### config.mk
export PLATFORM = sky130hd
export DESIGN_NAME = bist_sequencer
export DESIGN_NICKNAME = d
export VERILOG_FILES = /design/src/rtl/bist_pkg.sv /design/src/rtl/bist_sisr.sv /design/src/rtl/bist_sequencer.sv
export SDC_FILE = /design/constraint.sdc
export NUM_CORES = 1
export LEC_CHECK = 0
export BUFFER_PORTS_ARGS = -buffer_cell sky130_fd_sc_hd__buf_2
export CORE_ASPECT_RATIO = 1.1
export CORE_MARGIN = 4
export CORE_UTILIZATION = 35
export CTS_BUF_LIST = sky130_fd_sc_hd__clkbuf_4 sky130_fd_sc_hd__clkbuf_8
export DETAILED_ROUTE_END_ITERATION = 8
export MAX_ROUTING_LAYER = met4
export PLACE_DENSITY_LB_ADDON = 0.3
export SYNTH_ARGS = -nofsm -noshare
export SYNTH_HDL_FRONTEND = slang
export SYNTH_SLANG_ARGS = --single-unit
### constraint.sdc
create_clock -name CLK -period 2.3 [get_ports CLK]
set_clock_uncertainty 0.15 [all_clocks]
set_input_delay 0.46 -clock CLK [delete_from_list [all_inputs] [get_ports CLK]]
set_output_delay 0.46 -clock CLK [all_outputs]
set_load 0.05 [all_outputs]
### src/rtl/bist_pkg.sv
// Shared types and defaults for the scan-BIST session sequencer.
// Used by the sequencer, its SISR and the future parallel-MISR variant.
package bist_pkg;

    typedef enum logic [2:0] {
        IDLE,
        ARMED,
        SEED,
        SHIFT,
        CAPTURE,
        UNLOAD,
        COMPARE,
        DONE
    } bist_state_e;

    localparam int unsigned BIST_N      = 9;
    localparam int unsigned BIST_M      = 9;
    localparam int unsigned BIST_SIG_W  = 16;
    localparam logic [15:0] BIST_POLY   = 16'h1021;
    localparam logic [15:0] BIST_GOLDEN = 16'hA5C3;

    // Counter width able to hold 0..n; never narrower than one bit.
    function automatic int unsigned cnt_w(input int unsigned n);
        return (n > 0) ? $clog2(n + 1) : 1;
    endfunction

endpackage

### src/rtl/bist_sisr.sv
// Single-input signature register compacting the serial CUT response.
// Shifts left; the x^SIG_W term of POLY is implicit.
module bist_sisr
    import bist_pkg::*;
#(
    parameter int unsigned      SIG_W = BIST_SIG_W,
    parameter logic [SIG_W-1:0] POLY  = BIST_POLY
) (
    input  logic             CLK,
    input  logic             RESET,
    input  logic             CLR,
    input  logic             EN,
    input  logic             DIN,
    output logic [SIG_W-1:0] SIG
);

    logic [SIG_W-1:0] sig_q;
    logic [SIG_W-1:0] sig_d;

    always_comb begin
        sig_d = sig_q;
        if (CLR) begin
            sig_d = '0;
        end else if (EN) begin
            sig_d = {sig_q[SIG_W-2:0], 1'b0}
                  ^ (sig_q[SIG_W-1] ? POLY : '0)
                  ^ {{(SIG_W-1){1'b0}}, DIN};
        end
    end

    always_ff @(posedge CLK) begin
        if (RESET) begin
            sig_q <= '0;
        end else begin
            sig_q <= sig_d;
        end
    end

    assign SIG = sig_q;

endmodule

### src/rtl/bist_sequencer.sv
// Scan-BIST session sequencer: seed, M+1 shift/capture rounds, unload,
// then signature compare against GOLDEN.
module bist_sequencer
    import bist_pkg::*;
#(
    parameter int unsigned      N      = BIST_N,
    parameter int unsigned      M      = BIST_M,
    parameter int unsigned      SIG_W  = BIST_SIG_W,
    parameter logic [SIG_W-1:0] POLY   = BIST_POLY,
    parameter logic [SIG_W-1:0] GOLDEN = BIST_GOLDEN
) (
    input  logic             CLK,
    input  logic             RESET,
    input  logic             START,
    input  logic             CUT_OUT,
    output logic             SCAN_EN,
    output logic             TPG_LOAD,
    output logic             TPG_EN,
    output logic             RUNNING,
    output logic             BIST_END,
    output logic             PASS,
    output logic [SIG_W-1:0] SIGNATURE
);

    localparam int unsigned SW = cnt_w(N);
    localparam int unsigned PW = cnt_w(M);
    localparam logic [SW-1:0] N_C = SW'(N);
    localparam logic [PW-1:0] M_C = PW'(M);

    bist_state_e state_q, state_d;
    logic [SW-1:0] shift_q, shift_d;
    logic [PW-1:0] pat_q, pat_d;
    logic          pass_q, pass_d;
    logic          sisr_clr, sisr_en;
    logic          shift_last;

    assign shift_last = (shift_q == N_C);

    always_ff @(posedge CLK) begin
        if (RESET) begin
            state_q <= IDLE;
            shift_q <= '0;
            pat_q   <= '0;
            pass_q  <= 1'b0;
        end else begin
            state_q <= state_d;
            shift_q <= shift_d;
            pat_q   <= pat_d;
            pass_q  <= pass_d;
        end
    end

    // ARMED is only reachable after START was seen low, so a START held
    // high through reset cannot launch a session.
    always_comb begin
        state_d = state_q;
        unique case (state_q)
            IDLE:    if (!START) state_d = ARMED;
            ARMED:   if (START) state_d = SEED;
            SEED:    state_d = SHIFT;
            SHIFT:   if (shift_last) state_d = CAPTURE;
            CAPTURE: state_d = (pat_q == M_C) ? UNLOAD : SHIFT;
            UNLOAD:  if (shift_last) state_d = COMPARE;
            COMPARE: state_d = DONE;
            DONE:    if (!START) state_d = ARMED;
            default: state_d = IDLE;
        endcase
    end

    always_comb begin
        shift_d = shift_q;
        pat_d   = pat_q;
        pass_d  = pass_q;
        if (state_q == SHIFT || state_q == UNLOAD) begin
            shift_d = shift_last ? '0 : shift_q + SW'(1);
        end
        if (state_q == SEED) begin
            pat_d  = '0;
            pass_d = 1'b0;
        end
        if (state_q == CAPTURE && pat_q != M_C) begin
            pat_d = pat_q + PW'(1);
        end
        if (state_q == COMPARE) begin
            pass_d = (SIGNATURE == GOLDEN);
        end
    end

    always_comb begin
        SCAN_EN  = 1'b0;
        TPG_LOAD = 1'b0;
        TPG_EN   = 1'b0;
        RUNNING  = 1'b0;
        BIST_END = 1'b0;
        sisr_clr = 1'b0;
        sisr_en  = 1'b0;
        unique case (state_q)
            SEED: begin
                TPG_LOAD = 1'b1;
                RUNNING  = 1'b1;
                sisr_clr = 1'b1;
            end
            SHIFT: begin
                SCAN_EN = 1'b1;
                TPG_EN  = 1'b1;
                RUNNING = 1'b1;
                // Pattern 0 unloads uninitialised CUT state; keep it out.
                sisr_en = (pat_q != '0);
            end
            CAPTURE: RUNNING = 1'b1;
            UNLOAD: begin
                SCAN_EN = 1'b1;
                RUNNING = 1'b1;
                sisr_en = 1'b1;
            end
            COMPARE: RUNNING = 1'b1;
            DONE:    BIST_END = 1'b1;
            default: ;
        endcase
    end

    assign PASS = pass_q;

    bist_sisr #(
        .SIG_W (SIG_W),
        .POLY  (POLY)
    ) u_sisr (
        .CLK   (CLK),
        .RESET (RESET),
        .CLR   (sisr_clr),
        .EN    (sisr_en),
        .DIN   (CUT_OUT),
        .SIG   (SIGNATURE)
    );

endmodule
==> metrics, run 1 <==
total global routing overflow=0; fin area=1840 um2; vias=1557; initial antenna violation count=0; largest net degree at the start of global routing=19; Net Sw Power=0.216 mW; Unique masters post-synth=45; hold path cells=2; EDFF count, synth=0; endpoints failing hold=0; final WL=4230 um; worst hold endpoint=state_q[0]; worst hold path class=input pin to flip-flop; final worst path period share=between 90 and 100%; FF+latch count, synth=28; worst skew pair latency=0.28 ns; Comb pwr share=8.1%; number of max-cap violations=0; Routed WL per cell=16.3 um; RSZ-0062 raised after global routing=no; P_int=0.664 mW; Area Growth Syn to Fin=13.7%; kind of critical path=flip-flop to output pin; Least-Margin Pin Slew=1.02 ns; crit path max fanout=9; first-pass GRT wire length=7020 um; routed vias/inst=around 6; fmax=0.460 GHz; Hold Slack=between 0.2 and 0.3 ns; area of the die=a little under 6000 um2; most common cell in the synthesized netlist=dfxtp_1; Initial Util=36.9%; Worst path slowest cell=dfxtp_1; Peak VDD IR=0.180 mV; R2R setup slack=0.23 ns; Critical R2R Capture=u_sisr.SIG[15]; Root Driver=clkbuf_8; CTS tree=yes; Setup-failing EPs final=0; Die Width=between 70 and 80 um; Net Sw Frac=24.6%; CP Capture Type=output pin; Total Power=0.880 mW; Clock Power Share=35.9%; Synth async-reset ratio=0%; placed cell areas=1780 um2; cells on worst reg2reg path=5; final net count=214; syn_area_per_cell=approximately 8.6 um2; PortBufs=25; Hold Path Origin=START; post-CTS sizing=0; HPWL Detailed=2830 um; First-pass DRT Iterations=4; Total GRT Usage=15.1%; io pins=26; share of layout cells above drive strength 1=21.8%; fin crit period=2.17 ns; crit path buf inv count=2; Starting DRT DRC Count=~130; Post-synth top cells=dfxtp_1 (28), o21ai_0 (18), a31oi_1 (14), nand3_1 (14), a32oi_1 (12); maximum clock insertion buffer count=2; Synth area leaders=dfxtp_1 (35%), a32oi_1 (6.5%), o21ai_0 (5.6%); DRC Markers=0; share of Yosys cell area claimed by the top area cell type=34.7%; Top FF cell, synth=dfxtp_1; fin. max-slew vios=0; Critical Path Source Type=flip-flop; TritonCTS Buffers=3; H-tree depth=1; cell taking the most area after synthesis=dfxtp_1; Core Rows=25; worst-path cell chain=or3b_1, inv_1, buf_2; Seq/Total Area, Yosys=34.7%; max incr delay on CP=0.50 ns; Slew HR=31.7%; pre-CTS worst setup slack=0.263 ns; Die H=a little under 80 um; Antenna Nets Post-Route=0; PnR worst setup slack=0.127 ns; Clock transition at path regs=0.10 ns; Placer Congestion=0.811; post-CTS setup repair buffer count=0; Fill cells=459; Arrival @ worst endpoint=around 1.6 ns; number of global-route vias before repair=1405; CTS Sinks=28; ANT cells=0; YS warnings=0; Flop pwr share=56.0%; reg2reg start=pat_q[1]; leakage power=0.660 nW; hold_buf cts=0; mapped cell area=1620 um2; syn nets=194; worst path required time=between 1.5 and 2 ns; Mapped Cells=187; Fin Setup TNS=0 ns; status=finished clean; pwr dens=479 nW/um2; core footprint=4380 um2; critical path's top delay family=flip-flops
power groups by stage:
stage	Sequential, mW	Clock [mW]	Combinational [mW]
CTS	0.493	0.327	0.0707
global placement	0.505	0	0.0706
finish	0.493	0.316	0.0709
floorplan	0.501	0	0.0515
detailed placement	0.504	0	0.0706
global route	0.494	0.345	0.0766
per-layer routing:
metal,vias up,share of wire (%),global-route usage (%)
met4,0,0.33,3.14
met3,2,4.6,2.66
met5,-,0,-
met1,748,49,21.4
li1,766,-,-
met2,41,46,22.4
worst max-delay path by stage:
stage	from	to	slack, ns	cells after the start
4_1_cts	state_q[2]	TPG_LOAD	0.09	3
3_5_place_dp	pat_q[0]	u_sisr.SIG[15]	0.26	5
6_report	state_q[1]	TPG_LOAD	0.13	3
5_1_grt	state_q[1]	TPG_LOAD	0.02	3
2_1_floorplan	state_q[2]	RUNNING	0.04	4
3_3_place_gp	pat_q[0]	u_sisr.SIG[8]	0.28	5
worst reg2reg max path, stage by stage, from the launching register on:
cell and delay (ns):
dfxtp_1 0.36, inv_1 0.09, ha_1 0.15, nor4b_2 0.82, o21ai_0 0.22, a31oi_1 0.21
final cells by class:
cell class / count / area, um2 / area share (%)
Sequential cell: 28 / 562 / 30.6
Tap cell: 54 / 67.6 / 3.68
Multi-Input combinational cell: 134 / 937 / 51.0
Timing Repair Buffer: 34 / 193 / 10.5
Inverter: 6 / 22.5 / 1.23
Clock buffer: 4 / 55.1 / 3.00
cell usage in the layout (no fill, tap or decap), drive strengths merged, types with 2 or more instances in the layout:
cell type and count:
nor2b 3, a211oi 4, nor4bb 2, o21ai 18
or3b 4, nand2 2, o31ai 2, dfxtp 28
buf 34, a221oi 5, a32oi 12, a21oi 6
or4 2, mux2i 2, xnor2 4, inv 6
nor4 2, and3b 3, nor3b 2, or2 2
o311ai 2, clkbuf 4, nor2 3, nand3b 4
nand2b 6, ha 3, a31oi 14, and3 2
nand3 14
flip-flops by register name, indices dropped and copies added (netlist names):
register	count
pat_q	4
u_sisr.SIG	16
shift_q	4
state_q	3
PASS	1
cell families after synthesis:
family / count (synthesis) / synth area share (%)
compound gates: 67 / 27.9
simple gates: 58 / 24.4
flops: 28 / 34.7
buf+inv: 25 / 7.28
xor+xnor: 4 / 2.17
fa+ha+maj: 3 / 2.32
mux: 2 / 1.24
per-stage QoR:
| stage | util (%) | std cells |
|---|---|---|
| 3_5_place_dp | 40.7 | 256 |
| 3_3_place_gp | 40.7 | 256 |
| 6_report | 41.9 | 260 |
| 5_1_grt | 41.9 | 260 |
| 4_1_cts | 41.9 | 260 |
| 2_1_floorplan | - | 187 |
(Power assumes the default switching activity.)
==> run 2: changes to the inputs <==
- BUFFER_PORTS_ARGS: -buffer_cell sky130_fd_sc_hd__buf_2 -> -buffer_cell sky130_fd_sc_hd__clkbuf_2
==> metrics, run 2 (synthesis results as in run 1) <==
status=finished clean; First-pass DRT Iterations=5 (+1); Placer Congestion=0.789 (-2.7%); vias=1568 (+0.71%); TritonCTS Buffers=3 (unchanged); Antenna Nets Post-Route=0 (unchanged); PortBufs=25 (unchanged); RSZ-0062 raised after global routing=no; pwr dens=454 nW/um2 (-5.3%); io pins=26 (unchanged); Core Util, Final=41.8% (-0.11 points); max FFs per register=16 (unchanged); kind of critical path=flip-flop to output pin; routed vias/inst=6.05 (+1.1%); crit path from=state_q[1]; fmax=0.461 GHz (+0.14%); worst skew pair latency=0.27 ns (about the same); Core Rows=25 (unchanged); number of max-cap violations=0 (unchanged); Root Driver=clkbuf_8; Area Growth Syn to Fin=13.4%; initial antenna violation count=0 (unchanged); Least-Margin Pin Slew=0.655 ns (-0.368 ns); Fin Setup TNS=0 ns (unchanged); largest net degree at the start of global routing=19 (unchanged); Total GRT Usage=15.4% (+0.27 points); DRC Markers=0 (unchanged); ANT cells=0 (unchanged); cells on worst reg2reg path=5 (unchanged); crit path max fanout=9 (unchanged); area of the die=5770 um2 (unchanged); final worst path period share=94.3% (-0.13 points); most common cell after layout, fill and taps aside=dfxtp_1; Initial Util=36.9% (unchanged); Starting DRT DRC Count=100 (-22%); Slew HR=56.2% (+25 points); R2R setup slack=0.38 ns (+0.15 ns); Peak VDD IR=0.213 mV (+18%); final net count=214 (unchanged); CTS Sinks=28 (unchanged); reg2reg start=pat_q[0]; Arrival @ worst endpoint=1.56 ns (about the same); H-tree depth=1 (unchanged); Clock transition at path regs=0.09 ns (about the same); maximum clock insertion buffer count=2 (unchanged); CP Capture Type=output pin; HPWL Detailed=2830 um (+0.18%); post-CTS setup repair buffer count=0 (unchanged); endpoints failing hold=0 (unchanged); Die H=79.3 um (unchanged); Critical Path Source Type=flip-flop; first-pass GRT wire length=7050 um (+0.48%); Worst Setup EP=TPG_LOAD; CTS tree=yes; Setup-failing EPs final=0 (unchanged); worst path required time=1.69 ns (about the same); leakage power=0.646 nW (-2.1%); Hold Slack=0.278 ns (+0.0272 ns); Die Width=72.8 um (unchanged); total global routing overflow=0 (unchanged); most frequent cells in the layout=dfxtp_1 (27), clkbuf_2 (25), o21ai_0 (18); share of layout cells above drive strength 1=21.5% (-0.38 points); worst hold path class=input pin to flip-flop; fin crit period=2.17 ns (-0.00303 ns); number of global-route vias before repair=1437 (+2.3%); Total Power=0.831 mW (-5.6%); Critical R2R Capture=u_sisr.SIG[0]; Routed WL per cell=16.0 um (-1.8%); fin. max-slew vios=0 (unchanged); core footprint=4380 um2 (unchanged); final WL=4140 um (-2.2%)
-- run 2: cell types whose count changed in the layout (fill, tap and decap cells not counted), sizes merged --
cell / change
buf: -25
clkbuf: +24
-- run 2: worst max-delay path, stage by stage, from the launching register on --
cell,delay [ns]
dfxtp_1,0.49
or3b_1,0.46
inv_1,0.08
clkbuf_2,0.27
-- run 2: cell type report --
class                   instances  area, um2
flip-flops and latches         28        562
multi-input cells             134        946
repair buffers                 34        193
clock buffers                   3       41.3
inverters                       6       22.5
fillers                       448       2550
well taps                      54       67.6
-- run 2: per-layer routing --
| metal | vias up | wire, um | GRT usage, % |
|---|---|---|---|
| li1 | 765 | - | - |
| met1 | 727 | 1950 | 21.1 |
| met2 | 74 | 1870 | 23.0 |
| met3 | 2 | 299 | 2.66 |
| met4 | 0 | 22 | 4.43 |
| met5 | - | 0 | - |
-- run 2: how the worst min path moves through the flow --
stage / from / endpoint / slack (ns) / cells after the start
2_1_floorplan: shift_q[0] / shift_q[0] / 0.32 / 2
3_5_place_dp: PASS / PASS / 0.33 / 2
3_3_place_gp: PASS / PASS / 0.33 / 2
6_report: START / state_q[0] / 0.28 / 2
5_1_grt: START / state_q[0] / 0.29 / 2
4_1_cts: START / state_q[0] / 0.27 / 2
-- run 2: through the flow --
step,std cells,instance area (um2),setup WS (ns)
6_report,259,1830,0.130
5_1_grt,259,1830,0.0521
4_1_cts,259,1820,0.0933
3_5_place_dp,256,1780,0.221
3_3_place_gp,256,1780,0.261
2_1_floorplan,187,1620,0.0399
-- run 2: report_power, final --
part | internal [mW] | switching [mW]
Clock | 0.118 | 0.150
Combinational | 0.0231 | 0.0491
Sequential | 0.487 | 0.00451
-- run 2: timing repair --
item / in CTS / in global routing
setup endpoints to repair: 0 / 9
endpoints found under the hold margin: 0 / 0
hold buffers: 0 / 0
resized for setup: 0 / 2
==> run 3: changes to the inputs <==
- SETUP_SLACK_MARGIN: unset -> 0.4
==> metrics, run 3 (synthesis results as in run 1) <==
crit path from=state_q[1]; Total GRT Usage=15.7% (+0.35 points); Area Growth Syn to Fin=19.7%; cells on worst reg2reg path=5 (unchanged); RSZ-0062 raised after global routing=yes; worst-path cell chain=or3b_4, inv_2, clkbuf_16; ANT cells=0 (unchanged); max FFs per register=16 (unchanged); DRC Markers=0 (unchanged); HPWL Detailed=2760 um (-2.5%); Routed WL per cell=16.5 um (+3.3%); Core Util, Final=44.1% (+2.3 points); most common cell after layout, fill and taps aside=dfxtp_1; Setup-failing EPs final=0 (unchanged); H-tree depth=1 (unchanged); pwr dens=438 nW/um2 (-3.4%); crit path max fanout=8 (-1); io pins=26 (unchanged); max incr delay on CP=0.40 ns (-0.09 ns); most frequent cells in the layout=dfxtp_1 (25), clkbuf_2 (22), o21ai_0 (18); CTS Sinks=28 (unchanged); Least-Margin Pin Slew=0.482 ns (-0.173 ns); Starting DRT DRC Count=120 (+20%); routed vias/inst=6.00 (-0.89%); share of layout cells above drive strength 1=27.8% (+6.3 points); Critical R2R Capture=u_sisr.SIG[0]; Antenna Nets Post-Route=0 (unchanged); Clock transition at path regs=0.10 ns (about the same); Slew HR=67.9% (+12 points); status=finished clean; initial antenna violation count=0 (unchanged); final net count=218 (+1.9%); endpoints failing hold=0 (unchanged); CP Capture Type=output pin; core footprint=4380 um2 (unchanged); Arrival @ worst endpoint=1.30 ns (-0.26 ns); number of global-route vias before repair=1456 (+1.3%); area of the die=5770 um2 (unchanged); Fin Setup TNS=0 ns (unchanged); TritonCTS Buffers=3 (unchanged); largest net degree at the start of global routing=19 (unchanged); fmax=0.523 GHz (+13%); Worst path slowest cell=dfxtp_4; vias=1578 (+0.64%); Critical Path Source Type=flip-flop; reg2reg start=pat_q[0]; Peak VDD IR=0.182 mV (-15%); worst skew pair latency=0.27 ns (about the same); fin crit period=1.91 ns (-0.258 ns); Initial Util=36.9% (unchanged); worst hold path class=input pin to flip-flop; final worst path period share=83.1% (-11 points); Placer Congestion=0.781 (-1.1%); PortBufs=25 (unchanged); Root Driver=clkbuf_8; kind of critical path=flip-flop to output pin; CTS tree=yes; maximum clock insertion buffer count=2 (unchanged); final WL=4340 um (+4.9%); total global routing overflow=0 (unchanged); First-pass DRT Iterations=4 (-1); Die H=79.3 um (unchanged); fin. max-slew vios=0 (unchanged); Worst Setup EP=TPG_LOAD; Die Width=72.8 um (unchanged); Hold Slack=0.257 ns (-0.0208 ns); first-pass GRT wire length=7110 um (+0.88%); leakage power=0.675 nW (+4.5%); R2R setup slack=0.53 ns (+0.15 ns); Core Rows=25 (unchanged); worst path required time=1.69 ns (about the same); number of max-cap violations=0 (unchanged); Total Power=0.847 mW (+1.9%)
==> run 3: changes by cell type in the layout (fill, tap and decap cells not counted), moves of 2 or more <==
cell | before | now
buf_4 | 9 | 12
clkbuf_2 | 25 | 22
dfxtp_4 | 0 | 3
dfxtp_1 | 27 | 25
nor2_1 | 3 | 1
or3b_1 | 3 | 1
or3b_4 | 0 | 2
==> run 3: worst min path at each step <==
stage / cells after the start / from / to / slack (ns)
after floorplan: 2 / shift_q[0] / shift_q[0] / 0.32
after global placement: 2 / PASS / PASS / 0.34
after detailed placement: 2 / PASS / PASS / 0.33
after CTS: 2 / START / state_q[0] / 0.25
after global routing: 2 / START / state_q[0] / 0.25
final: 2 / START / state_q[0] / 0.26
==> run 3: per-layer routing <==
layer / vias to the layer above / wire length, um / track usage, %
met3: 6 / 202 / 2.78
met2: 46 / 2080 / 23.6
met4: 0 / 55 / 5.54
met1: 755 / 2000 / 21.0
li1: 771 / - / -
met5: - / 0 / -
==> run 3: area by class of cell <==
class | instances | area, um2
Inverter | 6 | 22.5
Sequential cell | 28 | 572
Fill cell | 456 | 2450
Multi-Input combinational cell | 134 | 971
Tap cell | 54 | 67.6
Clock buffer | 3 | 41.3
Timing Repair Buffer | 38 | 259
==> run 3: worst max-delay path, delay by kind of cell (launching register included) <==
family,cells,cell delay [ns]
buf+inv,2,0.22
flops,1,0.40
simple gates,1,0.40
==> run 3: stage by stage <==
step                instance area, um2  setup slack, ns  instances
floorplan                         1630            0.489        187
global placement                  1780            0.296        255
detailed placement                1780            0.255        255
CTS                               1920            0.371        262
global route                      1930            0.320        263
finish                            1930            0.388        263
==> run 3: where the power goes <==
part	internal, mW	total, mW	switching (mW)
logic	0.0318	0.0826	0.0508
registers	0.486	0.491	0.00572
clock network	0.118	0.273	0.156
total	0.635	0.847	0.212
==> run 3: repair_timing <==
item / 4_1_cts / 5_1_grt
pin swaps: 0 / 1
gates resized for setup: 16 / 5
hold buffers: 0 / 0
endpoints found under the setup margin: 18 / 20
buffers inserted: 4 / 1
gates cloned: 0 / 0
